## src/rtl/morph_frame_ctrl.sv

```systemverilog
// rtl/morph_frame_ctrl.sv - frame sequencer for a 4-line-buffer 3x3 erosion stage
// Steers pixel writes into a rotating line bank and issues row reads once three lines are held.
module morph_frame_ctrl #(
    parameter int IMG_W = 512,
    parameter int IMG_H = 512
) (
    input  logic                       i_clk,
    input  logic                       i_reset,
    input  logic                       i_start,
    input  logic                       i_pixel_valid,
    output logic                       o_ready,
    output logic                       o_wr_en,
    output logic [1:0]                 o_wr_line_sel,
    output logic [$clog2(IMG_W)-1:0]   o_wr_addr,
    output logic                       o_rd_en,
    output logic [1:0]                 o_rd_line_sel,
    output logic [$clog2(IMG_W)-1:0]   o_rd_addr,
    output logic                       o_window_valid,
    output logic                       o_busy,
    output logic                       o_frame_done
);

    localparam int AW = $clog2(IMG_W);
    localparam int RW = $clog2(IMG_H + 1);

    localparam logic [1:0] ST_IDLE  = 2'd0;
    localparam logic [1:0] ST_RUN   = 2'd1;
    localparam logic [1:0] ST_DRAIN = 2'd2;
    localparam logic [1:0] ST_DONE  = 2'd3;

    localparam logic [AW-1:0] COL_LAST = AW'(IMG_W - 1);
    localparam logic [RW-1:0] IN_ROWS  = RW'(IMG_H);
    localparam logic [RW-1:0] OUT_ROWS = RW'(IMG_H - 2);

    logic [1:0]    state_q, state_d;
    logic [AW-1:0] wr_col_q, wr_col_d;
    logic [1:0]    wr_line_q, wr_line_d;
    logic [RW-1:0] in_rows_q, in_rows_d;
    logic [2:0]    lines_q, lines_d;
    logic          rd_en_q, rd_en_d;
    logic [AW-1:0] rd_col_q, rd_col_d;
    logic [1:0]    rd_line_q, rd_line_d;
    logic [RW-1:0] out_rows_q, out_rows_d;
    logic          win_valid_q, win_valid_d;

    logic ready;
    logic wr_en;
    logic wr_line_done;
    logic rd_line_done;
    logic last_window;

    always_comb begin
        ready        = (state_q == ST_RUN) && (lines_q != 3'd4);
        wr_en        = i_pixel_valid && ready;
        wr_line_done = wr_en && (wr_col_q == COL_LAST);
        rd_line_done = rd_en_q && (rd_col_q == COL_LAST);
        // The final window leaves the pipe in the gap cycle after the last read line.
        last_window  = (state_q == ST_DRAIN) && win_valid_q && !rd_en_q
                       && (out_rows_q == OUT_ROWS);
    end

    always_comb begin
        state_d     = state_q;
        wr_col_d    = wr_col_q;
        wr_line_d   = wr_line_q;
        in_rows_d   = in_rows_q;
        lines_d     = lines_q;
        rd_en_d     = rd_en_q;
        rd_col_d    = rd_col_q;
        rd_line_d   = rd_line_q;
        out_rows_d  = out_rows_q;
        win_valid_d = rd_en_q;

        if (wr_en) begin
            if (wr_line_done) begin
                wr_col_d  = '0;
                wr_line_d = wr_line_q + 2'd1;
                in_rows_d = in_rows_q + RW'(1);
            end else begin
                wr_col_d = wr_col_q + AW'(1);
            end
        end

        if (wr_line_done && !rd_line_done) begin
            lines_d = lines_q + 3'd1;
        end else if (!wr_line_done && rd_line_done) begin
            lines_d = lines_q - 3'd1;
        end

        // A line read always ends with rd_en low for at least one cycle.
        if (rd_en_q) begin
            if (rd_line_done) begin
                rd_en_d    = 1'b0;
                rd_col_d   = '0;
                rd_line_d  = rd_line_q + 2'd1;
                out_rows_d = out_rows_q + RW'(1);
            end else begin
                rd_col_d = rd_col_q + AW'(1);
            end
        end else begin
            rd_en_d = ((state_q == ST_RUN) || (state_q == ST_DRAIN))
                      && (lines_q >= 3'd3) && (out_rows_q < OUT_ROWS);
        end

        case (state_q)
            ST_IDLE: begin
                if (i_start) begin
                    state_d = ST_RUN;
                end
            end
            ST_RUN: begin
                if (in_rows_d == IN_ROWS) begin
                    state_d = ST_DRAIN;
                end
            end
            ST_DRAIN: begin
                if (last_window) begin
                    state_d = ST_DONE;
                end
            end
            default: begin
                // Leftover two lines are dropped and the bank pointers realigned for the next frame.
                state_d     = ST_IDLE;
                wr_col_d    = '0;
                wr_line_d   = 2'd0;
                in_rows_d   = '0;
                lines_d     = 3'd0;
                rd_en_d     = 1'b0;
                rd_col_d    = '0;
                rd_line_d   = 2'd0;
                out_rows_d  = '0;
                win_valid_d = 1'b0;
            end
        endcase
    end

    always_ff @(posedge i_clk) begin
        if (i_reset) begin
            state_q     <= ST_IDLE;
            wr_col_q    <= '0;
            wr_line_q   <= 2'd0;
            in_rows_q   <= '0;
            lines_q     <= 3'd0;
            rd_en_q     <= 1'b0;
            rd_col_q    <= '0;
            rd_line_q   <= 2'd0;
            out_rows_q  <= '0;
            win_valid_q <= 1'b0;
        end else begin
            state_q     <= state_d;
            wr_col_q    <= wr_col_d;
            wr_line_q   <= wr_line_d;
            in_rows_q   <= in_rows_d;
            lines_q     <= lines_d;
            rd_en_q     <= rd_en_d;
            rd_col_q    <= rd_col_d;
            rd_line_q   <= rd_line_d;
            out_rows_q  <= out_rows_d;
            win_valid_q <= win_valid_d;
        end
    end

    always_comb begin
        o_ready        = ready;
        o_wr_en        = wr_en;
        o_wr_line_sel  = wr_line_q;
        o_wr_addr      = wr_col_q;
        o_rd_en        = rd_en_q;
        o_rd_line_sel  = rd_line_q;
        o_rd_addr      = rd_col_q;
        o_window_valid = win_valid_q;
        o_busy         = (state_q != ST_IDLE);
        o_frame_done   = (state_q == ST_DONE);
    end

endmodule

```

## config.mk

```make
export PLATFORM = sky130hd
export DESIGN_NAME = morph_frame_ctrl
export DESIGN_NICKNAME = d
export VERILOG_FILES = /design/src/rtl/morph_frame_ctrl.sv
export SDC_FILE = /design/constraint.sdc
export NUM_CORES = 1
export LEC_CHECK = 0
export ABC_AREA = 1
export BUFFER_PORTS_ARGS = -buffer_cell sky130_fd_sc_hd__buf_2
export CAP_MARGIN = 20
export CORE_UTILIZATION = 45
export DETAILED_ROUTE_END_ITERATION = 8
export PLACE_DENSITY = 0.78
export SETUP_SLACK_MARGIN = 0.02
export SYNTH_ARGS = -nofsm -noshare
export SYNTH_HDL_FRONTEND = slang
export SYNTH_SLANG_ARGS = --single-unit
```

## constraint.sdc

```tcl
create_clock -name i_clk -period 2.4 [get_ports i_clk]
set_input_delay 0.12 -clock i_clk [delete_from_list [all_inputs] [get_ports i_clk]]
set_output_delay 0.12 -clock i_clk [all_outputs]
set_load 0.01 [all_outputs]
```

* Yosys cells after proc, flatten, opt, wreduce, memory -nomap -nowiden
Cells that the tools add are included.
** Word-level totals
- Flip-flop bits (word level) :: 49
- Bits in latches :: 0
- RAM bits :: 0
- Memory bits (read-only) :: 0
- Input bits :: 4
- Output and inout port bits :: 28
- Logic and storage cells :: 67
- Memories :: 0
** Cells by class
- Add/sub/neg operators :: 8
- Multipliers :: 0
- Divide/modulo/power cells :: 0
- Magnitude comparators :: 2
- Equality and inequality tests :: 11
- Shift operators :: 0
- Multiplexer cells :: 12
- Bitwise operators :: 1
- Reductions and logical operators :: 23
** Operator list (count)
- adder 10 x 1 -> 10 bit, second input constant :: 2
- two-way mux 10 bit :: 2
- adder 9 x 1 -> 9 bit, second input constant :: 2
- equality test 9 bit, second input constant :: 2
- two-way mux 9 bit :: 2
- logical AND 1 bit :: 11
- equality test 10 bit, second input constant :: 1
- equality test 10 x 9 -> 1 bit, second input constant :: 1
- < comparator 10 x 9 -> 1 bit, second input constant :: 1
- two-way mux 2 bit :: 3
- two-way mux 3 bit :: 2
- case mux 2 bit (3 select lines) :: 1
- adder 2 x 1 -> 2 bit, second input constant :: 2
- equality test 2 bit, second input constant :: 2
- inequality test 2 bit, second input constant :: 2
- AND reduction 2 bit :: 2
- nonzero test 2 bit :: 2
- adder 3 x 1 -> 3 bit, second input constant :: 1
- >= comparator 3 x 2 -> 1 bit, second input constant :: 1
- zero test 1 bit :: 3
- inequality test 3 bit, second input constant :: 1
- AND reduction 3 bit :: 1
- OR reduction 3 bit :: 1
- subtractor 3 x 1 -> 3 bit, second input constant :: 1
- other kinds (7) :: 8

* Logic depth before layout (Yosys ltp)
Gate-level depths: netlist of run 1.
- Depth in word-level cells :: 9
- Mapped depth :: 17
- Depth with buffers taken out :: 17

* Worst setup path before layout of run 1
OpenSTA, ideal clock, no wires.
- Path kind :: reg2reg
- Start point :: reg wr_col_q[0] (netlist: o_wr_addr[0])
- End point :: reg lines_q[2]
- Setup time :: 0.122 ns
- Arrival time :: 2.342 ns
- Required time :: 2.278 ns
- Path slack :: -0.064 ns
- Stages on the path, launching flop included :: 14
- Buffers on the path :: 0
- Clock period less this slack :: 2.464 ns
- Path through :: dfxtp_1 > ha_1 > nand4_1 > nor3b_1 > ha_1 > inv_1 > nor2_4 > ha_1 > inv_1 > fa_1 > a21oi_1 > o21ai_0 > o21ai_0 > a21oi_1
** On the way
- Cells in the longest elaborated chain, start to end :: 5
- Elaborated cells on any way between the ends :: 7
- Classes of those cells :: eq/ne (1); mux (1); reduce/logical (5)
** RTL lines
- start, declared :: line 36 : logic [AW-1:0] wr_col_q, wr_col_d;
- start signal, assigned :: line 151 : wr_col_q <= wr_col_d;
- equality test 9 bit (*) :: line 55 : wr_line_done = wr_en && (wr_col_q == COL_LAST);
- logical AND 1 bit (*) :: line 55
- zero test 1 bit :: line 86 : end else if (!wr_line_done && rd_line_done) begin
- logical AND 1 bit :: line 86
- nonzero test 2 bit (no source line)
- end signal, assigned :: line 154 : lines_q <= lines_d;
- end, declared :: line 39 : logic [2:0] lines_q, lines_d;
Mark *: on every way between the ends. The rest lies on a longest branch, timed or not.
A chain may end at the register's enable or synchronous reset.

* Worst setup path after layout of run 1
- Start point :: reg wr_col_q[3] (netlist: o_wr_addr[3])
- End point :: reg lines_q[2]
Same word-level chain as after synthesis.

==> flow_summary_export.csv, run 1 <==
group,metric,value,unit
run_status,status,"completed",
drt,drc_errors,0,
setup_path,crit_arrival,2500,ps
timing,rsz0062_at_grt,"true",
timing,drv_slew,0,
clocking,clk-insertion-delay-late,310,ps
clocking,cts_tree,"yes",
placement,port_buffers,31,
power_and_ir_drop,power,0.00168,W
drt,firstDrtPassIters,5,
timing,clock_skew,8.56,ps
floorplan,ios,32,
floorplan,rows,26,
finish,drive_above_1_share,0.207,
setup_path,crit_required,2600,ps
setup_path,setup.worst_path.end_class,"register",
power_and_ir_drop,netSwitchingPower,0.000492,W
timing,period_share,0.961,
setup_path,path_max_fanout,3,
placement,place.gp.congestion,0.794,
timing,whs,73.4,ps
drt,routed_via_density,4.96,
timing,finalHoldViolations,0,
global_routing,antenna_found_initial,0,
timing,max_freq,0.434,GHz
power_and_ir_drop,cellLeakagePower,1.33,nW
timing,setup_violations,0,
power_and_ir_drop,pwr-share-comb,0.177,
global_routing,grt_pass1_vias,2067,
synthesis,yosysUniqueCellTypes,36,
floorplan,die_x,76.4,microns
synthesis,synthCells,348,
clocking,clk_pin_slew,90,ps
global_routing,grt_max_degree,19,
min_path,hp-class,"input port to register",
finish,mostFrequentLayoutCells,"nand2_1 (72), nor2_1 (50), inv_1 (46)",
synthesis,synth_area_per_cell,7.16,sq um
power_and_ir_drop,seqPwrFrac,0.515,
global_routing,grtUsageTotal,0.179,
power_and_ir_drop,peakVddDrop,334,uV
floorplan,dieArea,5840,sq um
clocking,cts_made_buffers,5,
finish,antenna_cells,0,
power_and_ir_drop,p_per_area,570,nW/um^2
synthesis,synth_warnings,0,
clocking,cts_buffer_depth,2,
drt,drt_wl_total,5210,microns
synthesis,synthArstFlopShare,0,
finish,utilization,0.567,
floorplan,core_area,5200,sq um
floorplan,start_util,0.479,
finish,finalNetCount,412,
clocking,cts_root_buffer,"clkbuf_8",
power_and_ir_drop,pwr-share-clk,0.308,
drt,num_vias,2312,
setup_path,startpoint_type,"register",
synthesis,yosys_most_used_dff,"dfxtp_1",
floorplan,dieHeight,76.4,microns
synthesis,syn_nets,365,
finish,final_common_cell,"nand2_1",
placement,dpl.hpwl,3710,microns
drt,drt-met1-wl,2430,microns
timing,period_needed,2310,ps
power_and_ir_drop,intPower,0.00119,W
drt,wl_met2,2510,microns
drt,ant_nets,0,
clocking,cts_sinks,49,
finish,synthToLayoutAreaGrowth,18.4,%
global_routing,grt_pass1_wl,8570,microns
drt,top_layer,"met4",
synthesis,syn_area,2490,sq um
clocking,cts_max_level,2,
flow_run,cap_violations,0,
timing,tightest_slew,351,ps
global_routing,grt.overflow.total,0,
drt,dr_wl_met3,149,microns
drt,wire_per_inst,11.2,microns
synthesis,yosysSeqAreaShare,0.394,
timing,slew_headroom,0.766,
finish,fillers,493,
synthesis,synth_edf_count,0,
setup_path,path_class,"register to register",
power_and_ir_drop,swShare,0.293,
synthesis,ys_ff_latch,49,
drt,drtIter0Drc,116,
==> cells in the mapped netlist (all sizes together), types with 3 or more instances <==
library cell | instances | area, sq um
ha | 12 | 150
o21ai | 17 | 88.8
nand4 | 7 | 58.8
nor3 | 9 | 45.0
a21oi | 30 | 150
nor2 | 55 | 219
nor3b | 4 | 35.0
a211oi | 3 | 22.5
nand2 | 77 | 297
dfxtp | 49 | 981
inv | 50 | 188
xor2 | 3 | 26.3
nand3 | 14 | 82.6
==> stage by stage <==
stage	cells	area [sq um]	setup WS, ps	setup TNS (ps)
floorplan	348	2500	31.8	0
global placement	450	2750	98.5	0
detailed placement	450	2750	9.51	0
CTS	458	2850	28.0	0
global route	466	2950	-22.1	-43.2
finish	466	2950	93.5	0
==> routing by layer <==
| metal | GRT usage | vias to the layer above |
|---|---|---|
| met2 | 0.305 | 40 |
| met3 | 0.0347 | 12 |
| met1 | 0.217 | 1036 |
| li1 | - | 1224 |
| met5 | 0 | - |
| met4 | 0.0808 | 0 |
==> flip-flops by register name (all words and copies together), names as in the netlist <==
name	count
in_rows_q	10
out_rows_q	10
o_rd_addr	9
o_wr_addr	9
lines_q	3
o_rd_line_sel	2
o_wr_line_sel	2
state_q	2
o_rd_en	1
o_window_valid	1
==> critical path, stage by stage (launching register included) <==
cell and delay [ps]:
dfxtp_2 350, nand2_2 70, inv_2 70, nand4_1 140, nor3b_2 210, ha_2 250, inv_2 60, nor2_4 80
ha_2 170, inv_2 40, fa_2 360, a21oi_2 120, o21ai_1 90, o21ai_1 140, a21oi_1 50
==> final cells by class <==
cell class	instances	area [sq um]	share of cell area
well taps	70	87.6	0.0297
clock inverters	2	13.8	0.00467
flip-flops and latches	49	988	0.335
repair buffers	43	245	0.0832
clock buffers	6	82.6	0.0280
inverters	51	191	0.0649
multi-input cells	245	1340	0.454
==> worst paths after layout <==
| path | start | to | slack, ps | depth (start not counted) |
|---|---|---|---|---|
| worst min register to register | o_wr_line_sel[1]$_SDFFE_PP0P_ | o_wr_line_sel[1]$_SDFFE_PP0P_ | 460 | 1 |
| worst max-delay path | o_wr_addr[3]$_SDFFE_PP0N_ | lines_q[2]$_SDFFE_PP0P_ | 90 | 14 |
| worst min-delay path | i_reset | state_q[1]$_SDFFE_PP0P_ | 70 | 4 |
| worst max register to register | o_wr_addr[3]$_SDFFE_PP0N_ | lines_q[2]$_SDFFE_PP0P_ | 90 | 14 |
==> power by group through the flow <==
stage	combinational (W)	clock (W)	sequential (W)
after floorplan	0.000199	0	0.000883
after global placement	0.000285	0	0.000879
after detailed placement	0.000291	0	0.000880
after CTS	0.000292	0.000534	0.000862
after global routing	0.000334	0.000571	0.000871
final	0.000297	0.000517	0.000866
==> what timing repair did <==
action / CTS / global route
buffers inserted: 0 / 7
gates cloned: 0 / 1
pin swaps: 1 / 9
gates resized for setup: 2 / 14
hold buffers: 0 / 0
setup endpoints to repair: 1 / 4
==> cell families (layout without fill, tap and decap cells) <==
kind of cell	after synthesis	after routing	share of synthesized area
AO/OA/AOI/OAI	57	57	0.128
XOR/XNOR	4	4	0.0141
adder cells (fa/ha/maj)	13	13	0.0683
buffers and inverters	55	102	0.0889
flip-flops	49	49	0.394
AND/OR/NAND/NOR	170	171	0.307
Note: power is estimated with default switching activity, not from simulation.
==> run 2, diff against run 1 <==
Settings changed: CELL_PAD_IN_SITES_DETAIL_PLACEMENT set to 2, CELL_PAD_IN_SITES_GLOBAL_PLACEMENT set to 2, CORE_UTILIZATION 45 to 29, PLACE_DENSITY 0.78 to 0.85.
==> flow_summary_export.csv, run 2 (synthesis gave the netlist of run 1 again) <==
group,metric,value,unit
timing,setup_violations,4,
setup_path,crit_required,2610,ps
min_path,holdPathStages,4,
drt,drt_wl_total,8660,microns
clocking,cts_buffer_depth,2,
setup_path,crit_arrival,2790,ps
run_status,violations,"negative setup slack",
finish,synthToLayoutAreaGrowth,26.9,%
floorplan,dieArea,8960,sq um
setup_path,startpoint_type,"register",
timing,clock_skew,11.5,ps
floorplan,rows,33,
setup_path,max_stage_delay,380,ps
timing,whs,84.5,ps
setup_path,critPathBufInv,2,
floorplan,dieHeight,94.7,microns
setup_path,path_class,"register to register",
finish,finalNetCount,422,
placement,place.gp.congestion,0.676,
setup_path,worstRegToRegCells,13,
global_routing,grt_pass1_wl,13100,microns
clocking,clk_pin_slew,100,ps
clocking,cts_root_buffer,"clkbuf_8",
floorplan,die_x,94.7,microns
drt,num_vias,2507,
timing,drv_slew,0,
setup_path,crit_start,"o_wr_addr[1]$_SDFFE_PP0N_",
clocking,cts_tree,"yes",
floorplan,ios,32,
power_and_ir_drop,power,0.00177,W
clocking,cts_max_level,2,
power_and_ir_drop,p_per_area,559,nW/um^2
setup_path,cp_num_cells,13,
finish,final_common_cell,"nand2_1",
placement,place_ws,-133,ps
global_routing,grt_max_degree,17,
setup_path,setup.worst_path.end_class,"register",
timing,finalHoldViolations,0,
timing,fin_tns_setup,-366,ps
timing,period_needed,2570,ps
finish,drive_above_1_share,0.277,
global_routing,antenna_found_initial,0,
drt,routed_via_density,4.92,
global_routing,grt_pass1_vias,2687,
placement,dpl.hpwl,5430,microns
flow_run,cap_violations,0,
timing,slew_headroom,0.765,
timing,setup_slack,-175,ps
power_and_ir_drop,cellLeakagePower,1.38,nW
timing,tightest_slew,352,ps
setup_path,path_max_fanout,2,
drt,drc_errors,0,
drt,ant_nets,0,
clocking,clk-insertion-delay-late,320,ps
setup_path,worstPathCellList,"ha_4, nand4_1, nor3b_2, ha_2, inv_2, nor2_4, ha_2, inv_2, fa_2, a21oi_2, o21ai_2, o21ai_2, a21oi_2",
drt,firstDrtPassIters,4,
setup_path,cp-endpoint,"lines_q[2]$_SDFFE_PP0P_",
min_path,hp-class,"input port to register",
floorplan,start_util,0.302,
min_path,worstHoldStart,"i_reset",
finish,mostFrequentLayoutCells,"nand2_1 (65), inv_1 (46), dfxtp_1 (45)",
clocking,cts_made_buffers,5,
setup_path,reg2reg_to,"lines_q[2]$_SDFFE_PP0P_",
finish,largest_registers,"in_rows_q x10, out_rows_q x10",
clocking,cts_sinks,49,
run_status,status,"finished with violations",
drt,drtIter0Drc,77,
timing,rsz0062_at_grt,"true",
placement,port_buffers,31,
setup_path,r2r-start,"o_wr_addr[1]$_SDFFE_PP0N_",
global_routing,grt.overflow.total,0,
setup_path,rrSetupSlack,-170,ps
finish,antenna_cells,0,
timing,max_freq,0.388,GHz
setup_path,crit_slowest_cell,"fa_2",
drt,wire_per_inst,17.0,microns
timing,period_share,1.07,
power_and_ir_drop,peakVddDrop,210,uV
finish,fillers,995,
global_routing,grtUsageTotal,0.192,
floorplan,core_area,8260,sq um
setup_path,cp_top_family,"adder cells",
run 2: cell types whose count changed in the layout (fill, tap and decap cells not counted), moves of 6 or more:
cell     change
nor2_1       -7
buf_4        +8
nor2_2       +7
nand2_1      -7
nand2_2      +6
run 2: worst min path at each step:
stage,endpoint
floorplan,state_q[0]$_SDFFE_PP0P_
global placement,state_q[1]$_SDFFE_PP0P_
detailed placement,state_q[1]$_SDFFE_PP0P_
CTS,state_q[1]$_SDFFE_PP0P_
global route,state_q[1]$_SDFFE_PP0P_
finish,state_q[1]$_SDFFE_PP0P_
run 2: per-layer routing:
| layer | GRT usage | vias up | share of wire |
|---|---|---|---|
| met5 | 0 | - | 0 |
| met4 | 0.0543 | 0 | 0.012 |
| met3 | 0.0378 | 6 | 0.027 |
| met2 | 0.359 | 35 | 0.54 |
| met1 | 0.217 | 1235 | 0.42 |
| li1 | - | 1231 | - |
run 2: final cells by class:
cell class	count	area, sq um	share of cell area
multi-input cells	245	1420	0.448
clock buffers	6	82.6	0.0261
inverters	51	191	0.0606
repair buffers	53	345	0.109
clock inverters	1	7.51	0.00238
well taps	105	131	0.0416
flip-flops and latches	49	986	0.312
run 2: worst min-delay path: cells and delay by family:
| family | cells | cell delay [ps] |
|---|---|---|
| buffers and inverters | 2 | 140 |
| and+or+nand+nor | 2 | 90 |
run 2: through the flow:
| stage | util | area, sq um | instances |
|---|---|---|---|
| floorplan | - | 2500 | 348 |
| global placement | 0.341 | 2820 | 488 |
| detailed placement | 0.341 | 2820 | 488 |
| CTS | 0.363 | 3000 | 501 |
| global route | 0.383 | 3160 | 510 |
| finish | 0.383 | 3160 | 510 |
run 2: power breakdown:
group | total, W | switching, W | internal (W)
Combinational | 0.000369 | 0.000233 | 0.000136
Clock | 0.000528 | 0.000300 | 0.000229
Sequential | 0.000868 | 0.0000286 | 0.000839
Total | 0.00177 | 0.000561 | 0.00120
run 2: repair_timing:
item,in CTS,in global routing
gates resized for setup,12,26
pin swaps,8,15
setup buffers,5,9
setup endpoints to repair,3,11
hold endpoints to repair,0,0
cloned,1,0
hold buffers,0,0
